===== config.mk =====
export PLATFORM = sky130hd
export DESIGN_NAME = neuron_mac_accumulator
export DESIGN_NICKNAME = d
export VERILOG_FILES = /design/src/rtl/neuron_mac_accumulator.sv
export SDC_FILE = /design/constraint.sdc
export NUM_CORES = 1
export LEC_CHECK = 0
export CORE_MARGIN = 5
export CORE_UTILIZATION = 40
export DETAILED_ROUTE_END_ITERATION = 8
export PLACE_DENSITY = 0.7
export RECOVER_POWER = 100
export SLEW_MARGIN = 20
export SYNTH_ARGS = -nofsm -noshare
export SYNTH_HDL_FRONTEND = slang
export SYNTH_SLANG_ARGS = --single-unit
export TNS_END_PERCENT = 30

===== constraint.sdc =====
create_clock -name clk -period 9.5 [get_ports clk]
set_input_delay 2.375 -clock clk [delete_from_list [all_inputs] [get_ports clk]]
set_output_delay 2.375 -clock clk [all_outputs]
set_load 0.1 [all_outputs]

===== src/rtl/neuron_mac_accumulator.sv =====
// Per-neuron multiply-accumulate stage: pairs activations with memory weights,
// sums a frame of products plus bias, and emits one saturated fixed-point result.
module neuron_mac_accumulator #(
    parameter int data_bits   = 16,
    parameter int frac_bits   = 8,
    parameter int num_weights = 784,
    parameter int layer_no    = 0,
    parameter int neuron_no   = 0
) (
    input  logic                 clk,
    input  logic                 reset,
    input  logic                 neuron_in_valid,
    input  logic [data_bits-1:0] neuron_in,
    input  logic [data_bits-1:0] weight_in,
    input  logic                 bias_valid,
    input  logic [31:0]          bias_value,
    input  logic [31:0]          config_layer_no,
    input  logic [31:0]          config_neuron_no,
    output logic                 output_valid,
    output logic [data_bits-1:0] neuron_sum,
    output logic                 overrun
);

    localparam int prod_bits = 2 * data_bits;
    localparam int acc_bits  = prod_bits + $clog2(num_weights);
    localparam int cnt_bits  = $clog2(num_weights + 1);
    localparam int pad_bits  = acc_bits - data_bits - frac_bits;

    localparam logic [cnt_bits-1:0] cnt_max  = cnt_bits'(num_weights);
    localparam logic [cnt_bits-1:0] cnt_last = cnt_bits'(num_weights - 1);
    localparam logic [cnt_bits-1:0] cnt_one  = cnt_bits'(1);

    localparam logic [31:0] layer_id  = 32'(layer_no);
    localparam logic [31:0] neuron_id = 32'(neuron_no);

    localparam logic signed [acc_bits-1:0] sum_max =
        acc_bits'((longint'(1) <<< (data_bits - 1)) - 1);
    localparam logic signed [acc_bits-1:0] sum_min =
        acc_bits'(-(longint'(1) <<< (data_bits - 1)));

    typedef enum logic [1:0] {
        ACCUM,
        BIAS,
        OUT,
        WAIT
    } state_t;

    state_t state;
    state_t state_next;

    logic [cnt_bits-1:0] in_cnt;
    logic [cnt_bits-1:0] prod_cnt;

    logic                        s0_valid;
    logic signed [data_bits-1:0] s0_x;
    logic                        s1_valid;
    logic signed [prod_bits-1:0] s1_prod;

    logic signed [acc_bits-1:0] acc;
    logic signed [acc_bits-1:0] acc_shift;
    logic signed [acc_bits-1:0] prod_ext;
    logic signed [acc_bits-1:0] bias_ext;

    logic [data_bits-1:0] bias_q;
    logic [data_bits-1:0] bias_cur;
    logic [data_bits-1:0] sum_sat;

    logic accept;
    logic drop;
    logic bias_hit;
    logic prod_last;
    logic unused_bias_pad;

    assign accept = neuron_in_valid
                 && (state == ACCUM)
                 && (in_cnt < cnt_max);
    assign drop = neuron_in_valid && !accept;

    assign prod_last = (state == ACCUM)
                    && s1_valid
                    && (prod_cnt == cnt_last);

    assign bias_hit = bias_valid
                   && (config_layer_no == layer_id)
                   && (config_neuron_no == neuron_id);

    // A write landing on the BIAS edge itself still counts for this frame.
    assign bias_cur = bias_hit ? bias_value[data_bits-1:0] : bias_q;

    assign unused_bias_pad = ^bias_value[31:data_bits];

    assign prod_ext = {{(acc_bits - prod_bits){s1_prod[prod_bits-1]}},
                       s1_prod};

    assign bias_ext = {{pad_bits{bias_cur[data_bits-1]}},
                       bias_cur,
                       {frac_bits{1'b0}}};

    assign acc_shift = acc >>> frac_bits;

    always_comb begin
        sum_sat = acc_shift[data_bits-1:0];
        if (acc_shift > sum_max) begin
            sum_sat = sum_max[data_bits-1:0];
        end else if (acc_shift < sum_min) begin
            sum_sat = sum_min[data_bits-1:0];
        end
    end

    always_ff @(posedge clk or negedge reset) begin
        if (!reset) begin
            state <= ACCUM;
        end else begin
            state <= state_next;
        end
    end

    always_comb begin
        state_next = state;
        unique case (state)
            ACCUM: begin
                if (prod_last) begin
                    state_next = BIAS;
                end
            end
            BIAS: state_next = OUT;
            OUT:  state_next = WAIT;
            WAIT: state_next = ACCUM;
            default: state_next = ACCUM;
        endcase
    end

    // S0 aligns the activation with the weight returned a cycle later.
    always_ff @(posedge clk or negedge reset) begin
        if (!reset) begin
            s0_valid <= 1'b0;
            s0_x     <= '0;
        end else begin
            s0_valid <= accept;
            if (accept) begin
                s0_x <= neuron_in;
            end
        end
    end

    always_ff @(posedge clk or negedge reset) begin
        if (!reset) begin
            s1_valid <= 1'b0;
            s1_prod  <= '0;
        end else begin
            s1_valid <= s0_valid;
            if (s0_valid) begin
                s1_prod <= prod_bits'(s0_x)
                         * prod_bits'($signed(weight_in));
            end
        end
    end

    always_ff @(posedge clk or negedge reset) begin
        if (!reset) begin
            in_cnt <= '0;
        end else if (state == OUT) begin
            in_cnt <= '0;
        end else if (accept) begin
            in_cnt <= in_cnt + cnt_one;
        end
    end

    always_ff @(posedge clk or negedge reset) begin
        if (!reset) begin
            acc      <= '0;
            prod_cnt <= '0;
        end else begin
            unique case (state)
                ACCUM: begin
                    if (s1_valid) begin
                        acc      <= acc + prod_ext;
                        prod_cnt <= prod_cnt + cnt_one;
                    end
                end
                BIAS: acc <= acc + bias_ext;
                OUT: begin
                    acc      <= '0;
                    prod_cnt <= '0;
                end
                default: ;
            endcase
        end
    end

    always_ff @(posedge clk or negedge reset) begin
        if (!reset) begin
            output_valid <= 1'b0;
            neuron_sum   <= '0;
        end else begin
            output_valid <= (state == OUT);
            if (state == OUT) begin
                neuron_sum <= sum_sat;
            end
        end
    end

    always_ff @(posedge clk or negedge reset) begin
        if (!reset) begin
            bias_q <= '0;
        end else if (bias_hit) begin
            bias_q <= bias_value[data_bits-1:0];
        end
    end

    always_ff @(posedge clk or negedge reset) begin
        if (!reset) begin
            overrun <= 1'b0;
        end else if (drop) begin
            overrun <= 1'b1;
        end
    end

endmodule

-- Yosys cells after proc, flatten, opt, wreduce, memory -nomap -nowiden
Index checks and enable logic that the tools add are counted.
- $add $sub $neg: 4
- eq/ne operators: 6
- multiplexer cells: 11
- multiply operators: 1
- bitwise gates (word level): 0
- shift operators: 0
- reduce and logical (&&, ||, !) cells: 16
- div/mod/pow operators: 0
- order comparisons: 3
- operators by type and width (cell ; count):
    $pmux W42 S3 ; 1
    $logic_not A32 Y1 ; 2
    $mux W16 ; 3
    $add A42 B24 Y42 ; 1
    $add A42 B32 Y42 ; 1
    $mux W42 ; 1
    $gt A34 B16 Y1 const B ; 1
    $lt A34 B16 Y1 const B ; 1
    $mul A16 B16 Y32 ; 1
    $mux W10 ; 3
    $add A10 B1 Y10 const B ; 2
    $pmux W10 S2 ; 1
    $eq A10 B10 Y1 const B ; 1
    $lt A10 B10 Y1 const B ; 1
    $pmux W2 S4 ; 1
    $logic_and A1 B1 Y1 ; 7
    $eq A2 B2 Y1 const B ; 2
    $ne A2 B2 Y1 const B ; 2
    $reduce_and A2 Y1 ; 2
    $reduce_bool A2 Y1 ; 2
    $reduce_bool A3 Y1 ; 1
    $eq A2 B1 Y1 const B ; 1
    $logic_not A2 Y1 ; 1
    $mux W2 ; 1
    $logic_not A1 Y1 ; 1
- bits in read-only memories: 0
- memories: 0
- input port bits: 132
- register bits: 148
- latch bits: 0
- word-level logic and storage cells: 53
- output and inout port bits: 18
- RAM bits: 0

-- Depth between registers and ports, before layout
Gate-level depths: netlist (run 1).
- depth in word-level cells: 6
- gate-level depth with buffers: 25
- depth with buffers taken out: 24

-- Least setup slack after synthesis (run 1)
Ideal clock, no wire load.
- path kind: in2reg
- start point: in weight_in[15]
- end point: reg s1_prod[31]
- path buffers: 1
- required time: 9375 ps
- data arrival time: 7997 ps
- library setup time: 125 ps
- path slack: 1378 ps
- stages on the path: 21
- cells stage by stage: inv_1 > clkbuf_1 > nor2_1 > fa_1 > fa_1 > fa_1 > fa_1 > fa_1 > inv_1 > fa_1 > inv_1 > ha_1 > a21oi_1 > nand2_1 > a221oi_1 > nand3_1 > o21ai_0 > a21oi_1 > a31oi_1 > xnor2_1 > mux2_2
- cells in the longest elaborated chain, start to end: 1
- RTL lines (item ; RTL line ; RTL):
    start: declaration ; 14 ; input logic [data_bits-1:0] weight_in,
    $mul A16 B16 Y32 ; 154 ; * prod_bits'($signed(weight_in));
    end signal: assignment ; 153 ; s1_prod <= prod_bits'(s0_x)
    end: declaration ; 57 ; logic signed [prod_bits-1:0] s1_prod;
Every way passes these cells.
A chain may end at the register's enable or synchronous reset.

-- Worst setup path after layout (run 1)
- start point: in weight_in[1]
- end point: reg s1_prod[31]
The elaborated chain is that of the path after synthesis.

==> qor.yml, run 1 <==
synth:
  synth_compound_area_frac: 0.1409
  syn_nets: 2715
  synth.avg_cell_area_um2: 9.253
  synthFlopType: "dfrtp_1"
  synth_cell_types: 80
  synth_seq_area_share: 0.1856
  synthAdderAreaFrac: 0.3663
  synthXorXnorAreaFrac: 0.04608
  yosysTopAreaCell: "fa_1"
  yosys.area_share.simple: 0.1415
  ys_top_cells_by_area: "fa_1 (26%), dfrtp_1 (19%), ha_1 (10%)"
  synth_top_family_by_area: "adder cells"
  syn_area_um2: 19960
  synth_top_area_share: 0.2648
  yosysWarnings: 0
  synthMuxAreaShare: 0.03523
  ys_async_sr_fraction: 1.000
  synth_seq_cells: 148
  synth_edf_count: 0
  synthCells: 2157
final_layout:
  final_cells: 2941
  fillerInstances: 4620
  regArea_um2: 3704
  final_area_um2: 22610
  drive_gt1_frac: 0.05270
  nets: 2822
  syn2layout_area_growth_pct: 13.26
  multi_input_area_um2: 14560
  diodes: 0
  final_common_cell: "inv_1"
  layout_common_cells: "inv_1 (366), fa_1 (264), nand2_1 (192), ha_1 (162), dfrtp_1 (148)"
drt:
  via_per_inst: 5.333
  remaining_drc_errors: 0
  wl_um: 47580
  dr.pass1.iters: 6
  routed-via-count: 15685
  wl_per_cell_um: 16.18
  drtIter0Drc: 871
  antenna_left: 0
clock_tree:
  cts.sinks: 148
  postCtsHoldBufs: 0
  cts_tree: "done"
  cts.clk_slew.worst_paths_ns: 0.06
  clock_latency_ns: 0.44
  cts_htree_levels: 4
  clk_path_buf_depth: 2
  cts.root.buffer_cell: "clkbuf_16"
  cts_buffers: 17
  ctsResizeCount: 0
  postCtsSetupRepairBufs: 0
sta:
  setup_viol: 0
  hold_ws_ns: 0.4573
  post-route-period-util: 0.9347
  totalNegativeSetupSlack_ns: 0
  period_needed_ns: 8.880
  relSlewSlack: -2.156
  drv_slew: 296
  worstMarginPinSlew_ns: 4.733
  rsz0062_at_grt: "no"
  clock.fmax_mhz: 112.6
  finalHoldViolations: 0
  skew_ns: 0.01066
die:
  pin_count: 150
  start_util: 0.4061
  die_w_um: 233.4
  die_area_um2: 54470
  die_h_um: 233.4
  std_cell_rows: 81
  coreArea_um2: 49150
grt:
  grtUsageTotal: 0.1795
  antenna_found_initial: 0
  grt_pass1_wl_um: 80740
  gr-total-overflow: 0
  grt_pass1_vias: 16541
  grt_max_degree: 86
worst_setup_path:
  crit_path_max_incr_delay_ns: 0.74
  startpoint_type: "input pin"
  cp-end-kind: "register"
  critical_path_arrival_ns: 9.19
  critPathSlowestCell: "dlygate4sd3_1"
  worstSetupPathType: "input pin to register"
  crit_top_cell: "fa_1"
  reg2reg_depth: 24
  crit_fanout: 10
  required_ns: 9.81
  cp_cell_sequence: "dlygate4sd3_1, nand2_1, inv_1, fa_1, inv_1, fa_1, inv_1, fa_1, fa_1, fa_1, inv_1, fa_1, inv_1, ha_1, a21oi_1, o21bai_1, a221oi_1, nand3_1, o21ai_0, a21oi_1, a31oi_1, xnor2_1, mux2_2"
hold_path:
  hold_path.class: "register to register"
  whs_path_depth: 1
flow_run:
  max-cap-violations: 5
status:
  outcome: "finished, violations left"
  violations: "max-capacitance violations, max-slew violations"
placement:
  place_area_um2: 22040
  dp.cells: 2909
  place_congestion: 0.8603
  port_buffers: 133
  dp_hpwl_um: 38250
-- critical path, delay by kind of cell --
kind / cells / cell delay [ns]
AO/OA/AOI/OAI: 6 / 1.45
XOR/XNOR: 1 / 0.08
adder cells (fa/ha/maj): 7 / 3.53
buffers and inverters: 6 / 1.15
multiplexers: 1 / 0.26
AND/OR/NAND/NOR: 2 / 0.33
-- worst paths after layout --
| kind | from | end | slack (ns) |
|---|---|---|---|
| setup / recovery | weight_in[1] | s1_prod[31]$_DFFE_PN0P_ | 0.62 |
| hold / removal | overrun$_DFFE_PN0P_ | overrun$_DFFE_PN0P_ | 0.46 |
| setup reg to reg | s0_x[2]$_DFFE_PN0P_ | s1_prod[30]$_DFFE_PN0P_ | 2.56 |
| hold reg to reg | overrun$_DFFE_PN0P_ | overrun$_DFFE_PN0P_ | 0.46 |
| max in group asynchronous | reset | bias_q[12]$_DFF_PN0_ | 2.48 |
| min in group asynchronous | reset | neuron_sum[15]$_DFFE_PN0P_ | 3.59 |
-- per-layer routing --
layer / GRT usage / routed length [um]
met5: 0 / 0
met4: 0.03909 / 860
met3: 0.02565 / 2402
met2: 0.3190 / 24100
met1: 0.2335 / 20220
-- Yosys cell counts, types with 6 or more instances --
| library cell | number |
|---|---|
| ha_1 | 162 |
| nor3_1 | 18 |
| nor2b_1 | 10 |
| o31ai_1 | 12 |
| nand2_1 | 192 |
| clkbuf_1 | 60 |
| fa_1 | 264 |
| and2_1 | 132 |
| inv_1 | 366 |
| nor2_1 | 95 |
| xnor2_1 | 63 |
| mux2_2 | 58 |
| xor2_1 | 42 |
| a221oi_1 | 6 |
| o221ai_1 | 21 |
| nor4_1 | 19 |
| nand2b_1 | 21 |
| dfrtp_1 | 148 |
| a211oi_1 | 11 |
| buf_1 | 7 |
| a21oi_1 | 92 |
| a21o_1 | 55 |
| o21bai_1 | 9 |
| o21ai_0 | 72 |
| o21a_1 | 25 |
| and4_1 | 6 |
| nand4_1 | 18 |
| o311ai_0 | 7 |
| o211ai_1 | 23 |
| a31oi_1 | 19 |
| nand3_1 | 23 |
| and3_1 | 6 |
-- layout make-up --
| type | count | area share |
|---|---|---|
| Clock inverter | 12 | 0.007195 |
| Clock buffer | 20 | 0.02020 |
| Multi-Input combinational cell | 1570 | 0.6439 |
| Tap cell | 664 | 0.03675 |
| Timing Repair Buffer | 160 | 0.06719 |
| Inverter | 367 | 0.06094 |
| Sequential cell | 148 | 0.1638 |
-- cell families after synthesis --
family | after synthesis
and+or+nand+nor | 566
buffers and inverters | 439
adders and majority gates | 426
AOI/OAI and AO/OA | 410
DFF | 148
xor gates and xnor gates | 105
muxes | 63
-- flip-flops by register name, indices dropped and copies added (netlist names) --
name,flops
acc,42
s1_prod,32
bias_q,16
neuron_sum,16
s0_x,16
in_cnt,10
prod_cnt,10
state,2
output_valid,1
overrun,1
s0_valid,1
s1_valid,1
-- metrics by stage --
| stage | utilization | setup WS, ns |
|---|---|---|
| 3_5_place_dp | 0.4484 | 0.2494 |
| 5_1_grt | 0.4599 | 0.2442 |
| 4_1_cts | 0.4610 | 0.6916 |
| 2_1_floorplan | - | 1.378 |
| 6_report | 0.4599 | 0.6199 |
| 3_3_place_gp | 0.4484 | 0.2866 |
Power of run 1 is left out: the tool's default activity adds up to more than one toggle a clock period on the data nets, which glitch-free logic cannot reach.
==> run 2, diff against run 1 <==
--- a/config.mk
+++ b/config.mk
@@ -10,7 +10,7 @@
 export DETAILED_ROUTE_END_ITERATION = 8
 export PLACE_DENSITY = 0.7
 export RECOVER_POWER = 100
-export SLEW_MARGIN = 20
+export SKIP_CTS_REPAIR_TIMING = 1
 export SYNTH_ARGS = -nofsm -noshare
 export SYNTH_HDL_FRONTEND = slang
 export SYNTH_SLANG_ARGS = --single-unit
==> run 2 against run 1 <==
  * The run still ends with max-capacitance violations, max-slew violations left
  * Largest cell class unchanged
  * Core utilization barely moved
  * Final cell count did not move
  * Register-to-register slack barely moved
  * Critical path depth did not move
  * First-iteration DRC count rose by 5.5%
  * Routed wire length rose by 0.18%
==> qor.yml, run 2 (synthesis results as in run 1) <==
status:
  outcome: "finished, violations left"
  violations: "max-capacitance violations, max-slew violations"
placement:
  dp_hpwl_um: 38250
  place_congestion: 0.8603
  port_buffers: 133
clock_tree:
  cts.clk_slew.worst_paths_ns: 0.06
  clock_latency_ns: 0.44
  cts.root.buffer_cell: "clkbuf_16"
  cts_buffers: 17
  cts.sinks: 148
  cts_htree_levels: 4
  clk_path_buf_depth: 2
  cts_tree: "done"
worst_setup_path:
  worstSetupPathType: "input pin to register"
  crit_fanout: 10
  crit_top_cell: "fa_1"
  startpoint_type: "input pin"
  critical_path_arrival_ns: 9.19
  cp_cell_sequence: "dlygate4sd3_1, nand2_1, inv_1, fa_1, inv_1, fa_1, inv_1, fa_1, fa_1, fa_1, inv_1, fa_1, inv_1, ha_1, a21oi_1, o21bai_1, a221oi_1, nand3_1, o21ai_0, a21oi_1, a31oi_1, xnor2_1, mux2_2"
  crit_path_max_incr_delay_ns: 0.74
  critPathSlowestCell: "dlygate4sd3_1"
  required_ns: 9.82
  cp-end-kind: "register"
drt:
  wl_um: 47670
  remaining_drc_errors: 0
  dr.pass1.iters: 5
  drtIter0Drc: 919
  wl_per_cell_um: 16.21
  antenna_left: 0
  via_per_inst: 5.336
  routed-via-count: 15692
grt:
  grtUsageTotal: 0.1795
  antenna_found_initial: 0
  gr-total-overflow: 0
  grt_pass1_wl_um: 80740
  grt_max_degree: 86
  grt_pass1_vias: 16541
final_layout:
  regMostFlops: "acc"
  layout_common_cells: "inv_1 (366), fa_1 (264), nand2_1 (192), ha_1 (162), dfrtp_1 (148)"
  drive_gt1_frac: 0.05182
  syn2layout_area_growth_pct: 13.23
  nets: 2822
  largest_reg_flops: 42
  final_common_cell: "inv_1"
  diodes: 0
  largest_registers: "acc: 42 flops, s1_prod: 32 flops"
hold_path:
  hold_path.class: "register to register"
sta:
  finalHoldViolations: 0
  setup_viol: 0
  skew_ns: 0.01173
  totalNegativeSetupSlack_ns: 0
  post-route-period-util: 0.9344
  period_needed_ns: 8.877
  worstMarginPinSlew_ns: 4.734
  rsz0062_at_grt: "no"
  drv_slew: 296
  clock.fmax_mhz: 112.6
  relSlewSlack: -2.156
die:
  start_util: 0.4061
  std_cell_rows: 81
  coreArea_um2: 49150
  pin_count: 150
  die_h_um: 233.4
  die_area_um2: 54470
  die_w_um: 233.4
flow_run:
  max-cap-violations: 5
-- run 2: layout make-up --
type | count | area, um^2
inverter | 367 | 1378
fill | 4620 | 26550
clock inverter | 12 | 162.7
timing repair buffer | 160 | 1519
tap | 664 | 830.8
clock buffer | 20 | 456.7
multi-input combinational | 1570 | 14550
sequential | 148 | 3704
-- run 2: layer usage --
| metal | global-route usage | part of all wire | vias up |
|---|---|---|---|
| met2 | 0.3190 | 0.51 | 371 |
| li1 | - | - | 7340 |
| met5 | 0 | 0 | - |
| met4 | 0.03909 | 0.018 | 0 |
| met3 | 0.02565 | 0.044 | 67 |
| met1 | 0.2335 | 0.43 | 7914 |
-- run 2: final timing paths --
check	cells past startpoint	to	slack (ns)	from
setup / recovery	23	s1_prod[31]$_DFFE_PN0P_	0.62	weight_in[1]
hold / removal	1	overrun$_DFFE_PN0P_	0.46	overrun$_DFFE_PN0P_
setup reg to reg	24	s1_prod[30]$_DFFE_PN0P_	2.57	s0_x[2]$_DFFE_PN0P_
hold reg to reg	1	overrun$_DFFE_PN0P_	0.46	overrun$_DFFE_PN0P_
max in group asynchronous	2	bias_q[12]$_DFF_PN0_	2.48	reset
min in group asynchronous	1	neuron_sum[15]$_DFFE_PN0P_	3.59	reset
-- run 2: worst max-delay path, delay by kind of cell --
kind	cells	cell delay [ns]
buffers and inverters	6	1.15
adders and majority gates	7	3.53
xor gates and xnor gates	1	0.08
muxes	1	0.26
AOI/OAI and AO/OA	6	1.45
and+or+nand+nor	2	0.33
-- run 2: stage by stage --
step                      std cells  setup WS, ns  utilization  hold WS (ns)  cell area [um^2]
after global placement         2909        0.2866       0.4484        0.4412             22040
after detailed placement       2909        0.2494       0.4484        0.4471             22040
final                          2941        0.6228       0.4598        0.4573             22600
after global routing           2941        0.2442       0.4598        0.4905             22600
after CTS                      2941        0.6916       0.4610        0.4664             22660
after floorplan                2157         1.378            -        0.3519             19960
Power of run 2 is left out for the same reason.
==> run 3, diff against run 2 <==
--- a/config.mk
+++ b/config.mk
@@ -5,8 +5,10 @@
 export SDC_FILE = /design/constraint.sdc
 export NUM_CORES = 1
 export LEC_CHECK = 0
+export CAP_MARGIN = 20
 export CORE_MARGIN = 5
 export CORE_UTILIZATION = 40
+export CTS_BUF_LIST = sky130_fd_sc_hd__clkbuf_16
 export DETAILED_ROUTE_END_ITERATION = 8
 export PLACE_DENSITY = 0.7
 export RECOVER_POWER = 100
==> run 3 against run 2 <==
  * The flow still finishes with violations (max-capacitance violations, max-slew violations)
  * Clock skew increased by 0.0011 ns
  * Worst hold slack about the same
  * Sequential share of layout area about the same
  * Via count decreased by 0.18%
  * Largest cell class unchanged
  * Highest routed layer unchanged
==> qor.yml, run 3 (synthesis results as in run 1) <==
status:
  outcome: "finished, violations left"
  violations: "max-capacitance violations, max-slew violations"
sta:
  skew_ns: 0.01283
  setup_ws_ns: 0.6613
  worstMarginPinSlew_ns: 4.727
  relSlewSlack: -2.151
  drv_slew: 296
  period_needed_ns: 8.839
  totalNegativeSetupSlack_ns: 0
  clock.fmax_mhz: 113.1
  rsz0062_at_grt: "no"
  finalHoldViolations: 0
  setup_viol: 0
  post-route-period-util: 0.9304
grt:
  grt_pass1_wl_um: 80590
  grt_max_degree: 86
  antenna_found_initial: 0
  grtUsageTotal: 0.1791
  gr-total-overflow: 0
  grtUsageMet3: 0.02565
  gr-usage-met2: 0.3178
  busiest_layer: "met2"
  grt_pass1_vias: 16524
  met1_usage: 0.2334
worst_setup_path:
  crit_fanout: 10
  reg2reg_slack_ns: 2.56
  crit_top_cell: "fa_1"
  critical_path_arrival_ns: 9.15
  worstSetupPathType: "input pin to register"
  reg2reg_depth: 24
  cp-end-kind: "register"
  crit_path_max_incr_delay_ns: 0.73
  r2r-start: "s0_x[2]$_DFFE_PN0P_"
  required_ns: 9.81
  critPathSlowestCell: "dlygate4sd3_1"
  regToRegEndpoint: "s1_prod[30]$_DFFE_PN0P_"
  cp_cell_sequence: "dlygate4sd3_1, nand2_1, inv_1, fa_1, inv_1, fa_1, inv_1, fa_1, fa_1, fa_1, inv_1, fa_1, inv_1, ha_1, a21oi_1, o21bai_1, a221oi_1, nand3_1, o21ai_0, a21oi_1, a31oi_1, xnor2_1, mux2_2"
  startpoint_type: "input pin"
clock_tree:
  cts_buffers: 17
  cts_tree: "done"
  cts.root.buffer_cell: "clkbuf_16"
  clock_latency_ns: 0.44
  cts_htree_levels: 4
  cts.clk_slew.worst_paths_ns: 0.06
  cts.sinks: 148
  clk_path_buf_depth: 2
final_layout:
  syn2layout_area_growth_pct: 13.24
  final_common_cell: "inv_1"
  final_area_um2: 22600
  utilization: 0.4598
  fillerInstances: 4615
  layout_common_cells: "inv_1 (367), fa_1 (264), nand2_1 (192), ha_1 (162), dfrtp_1 (148)"
  diodes: 0
  largest_reg_flops: 42
  nets: 2824
  regMostFlops: "acc"
  drive_gt1_frac: 0.05178
  largest_registers: "acc: 42 flops, s1_prod: 32 flops"
placement:
  post-place-ws_ns: 0.2494
  place_area_um2: 22040
  port_buffers: 133
  place_congestion: 0.8603
  dp_hpwl_um: 38250
hold_path:
  whs_path_depth: 1
  min_to: "overrun$_DFFE_PN0P_"
  min_from: "overrun$_DFFE_PN0P_"
  hold_path.class: "register to register"
drt:
  drtIter0Drc: 860
  dr.pass1.iters: 6
  routed-via-count: 15663
  wl_per_cell_um: 16.16
  via_per_inst: 5.322
  wl_um: 47560
  remaining_drc_errors: 0
  antenna_left: 0
die:
  die_area_um2: 54470
  die_w_um: 233.4
  coreArea_um2: 49150
  die_h_um: 233.4
  pin_count: 150
  std_cell_rows: 81
  start_util: 0.4061
flow_run:
  max-cap-violations: 5
[run 3: worst max path at each step]
stage | end | start | slack [ns] | cells after the start
3_5_place_dp | s1_prod[30]$_DFFE_PN0P_ | weight_in[12] | 0.25 | 23
2_1_floorplan | s1_prod[31]$_DFFE_PN0P_ | weight_in[15] | 1.38 | 21
3_3_place_gp | s1_prod[30]$_DFFE_PN0P_ | weight_in[12] | 0.29 | 23
4_1_cts | s1_prod[30]$_DFFE_PN0P_ | weight_in[9] | 0.69 | 24
6_report | s1_prod[31]$_DFFE_PN0P_ | weight_in[1] | 0.66 | 23
5_1_grt | s1_prod[30]$_DFFE_PN0P_ | weight_in[1] | 0.24 | 26
[run 3: through the flow]
stage	hold WS [ns]	std cells
2_1_floorplan	0.3519	2157
3_3_place_gp	0.4412	2909
3_5_place_dp	0.4471	2909
4_1_cts	0.4664	2941
5_1_grt	0.4905	2943
6_report	0.4572	2943
[run 3: worst max-delay path: cells and delay by family]
kind	cells	cell delay, ns
adders and majority gates	7	3.53
AOI/OAI and AO/OA	6	1.44
buffers and inverters	6	1.14
and+or+nand+nor	2	0.32
muxes	1	0.26
xor gates and xnor gates	1	0.08
[run 3: final cells by class]
class	count	area, um^2	area share
Multi-Input combinational cell	1570	14550	0.6437
Clock inverter	15	173.9	0.007695
Timing Repair Buffer	162	1541	0.06820
Clock buffer	17	425.4	0.01882
Sequential cell	148	3704	0.1639
Inverter	367	1378	0.06095
Tap cell	664	830.8	0.03676
[run 3: layer usage]
| layer | share of wire | up-vias |
|---|---|---|
| li1 | - | 7350 |
| met3 | 0.043 | 69 |
| met2 | 0.51 | 343 |
| met5 | 0 | - |
| met1 | 0.43 | 7901 |
| met4 | 0.018 | 0 |
Power of run 3 is left out for the same reason.
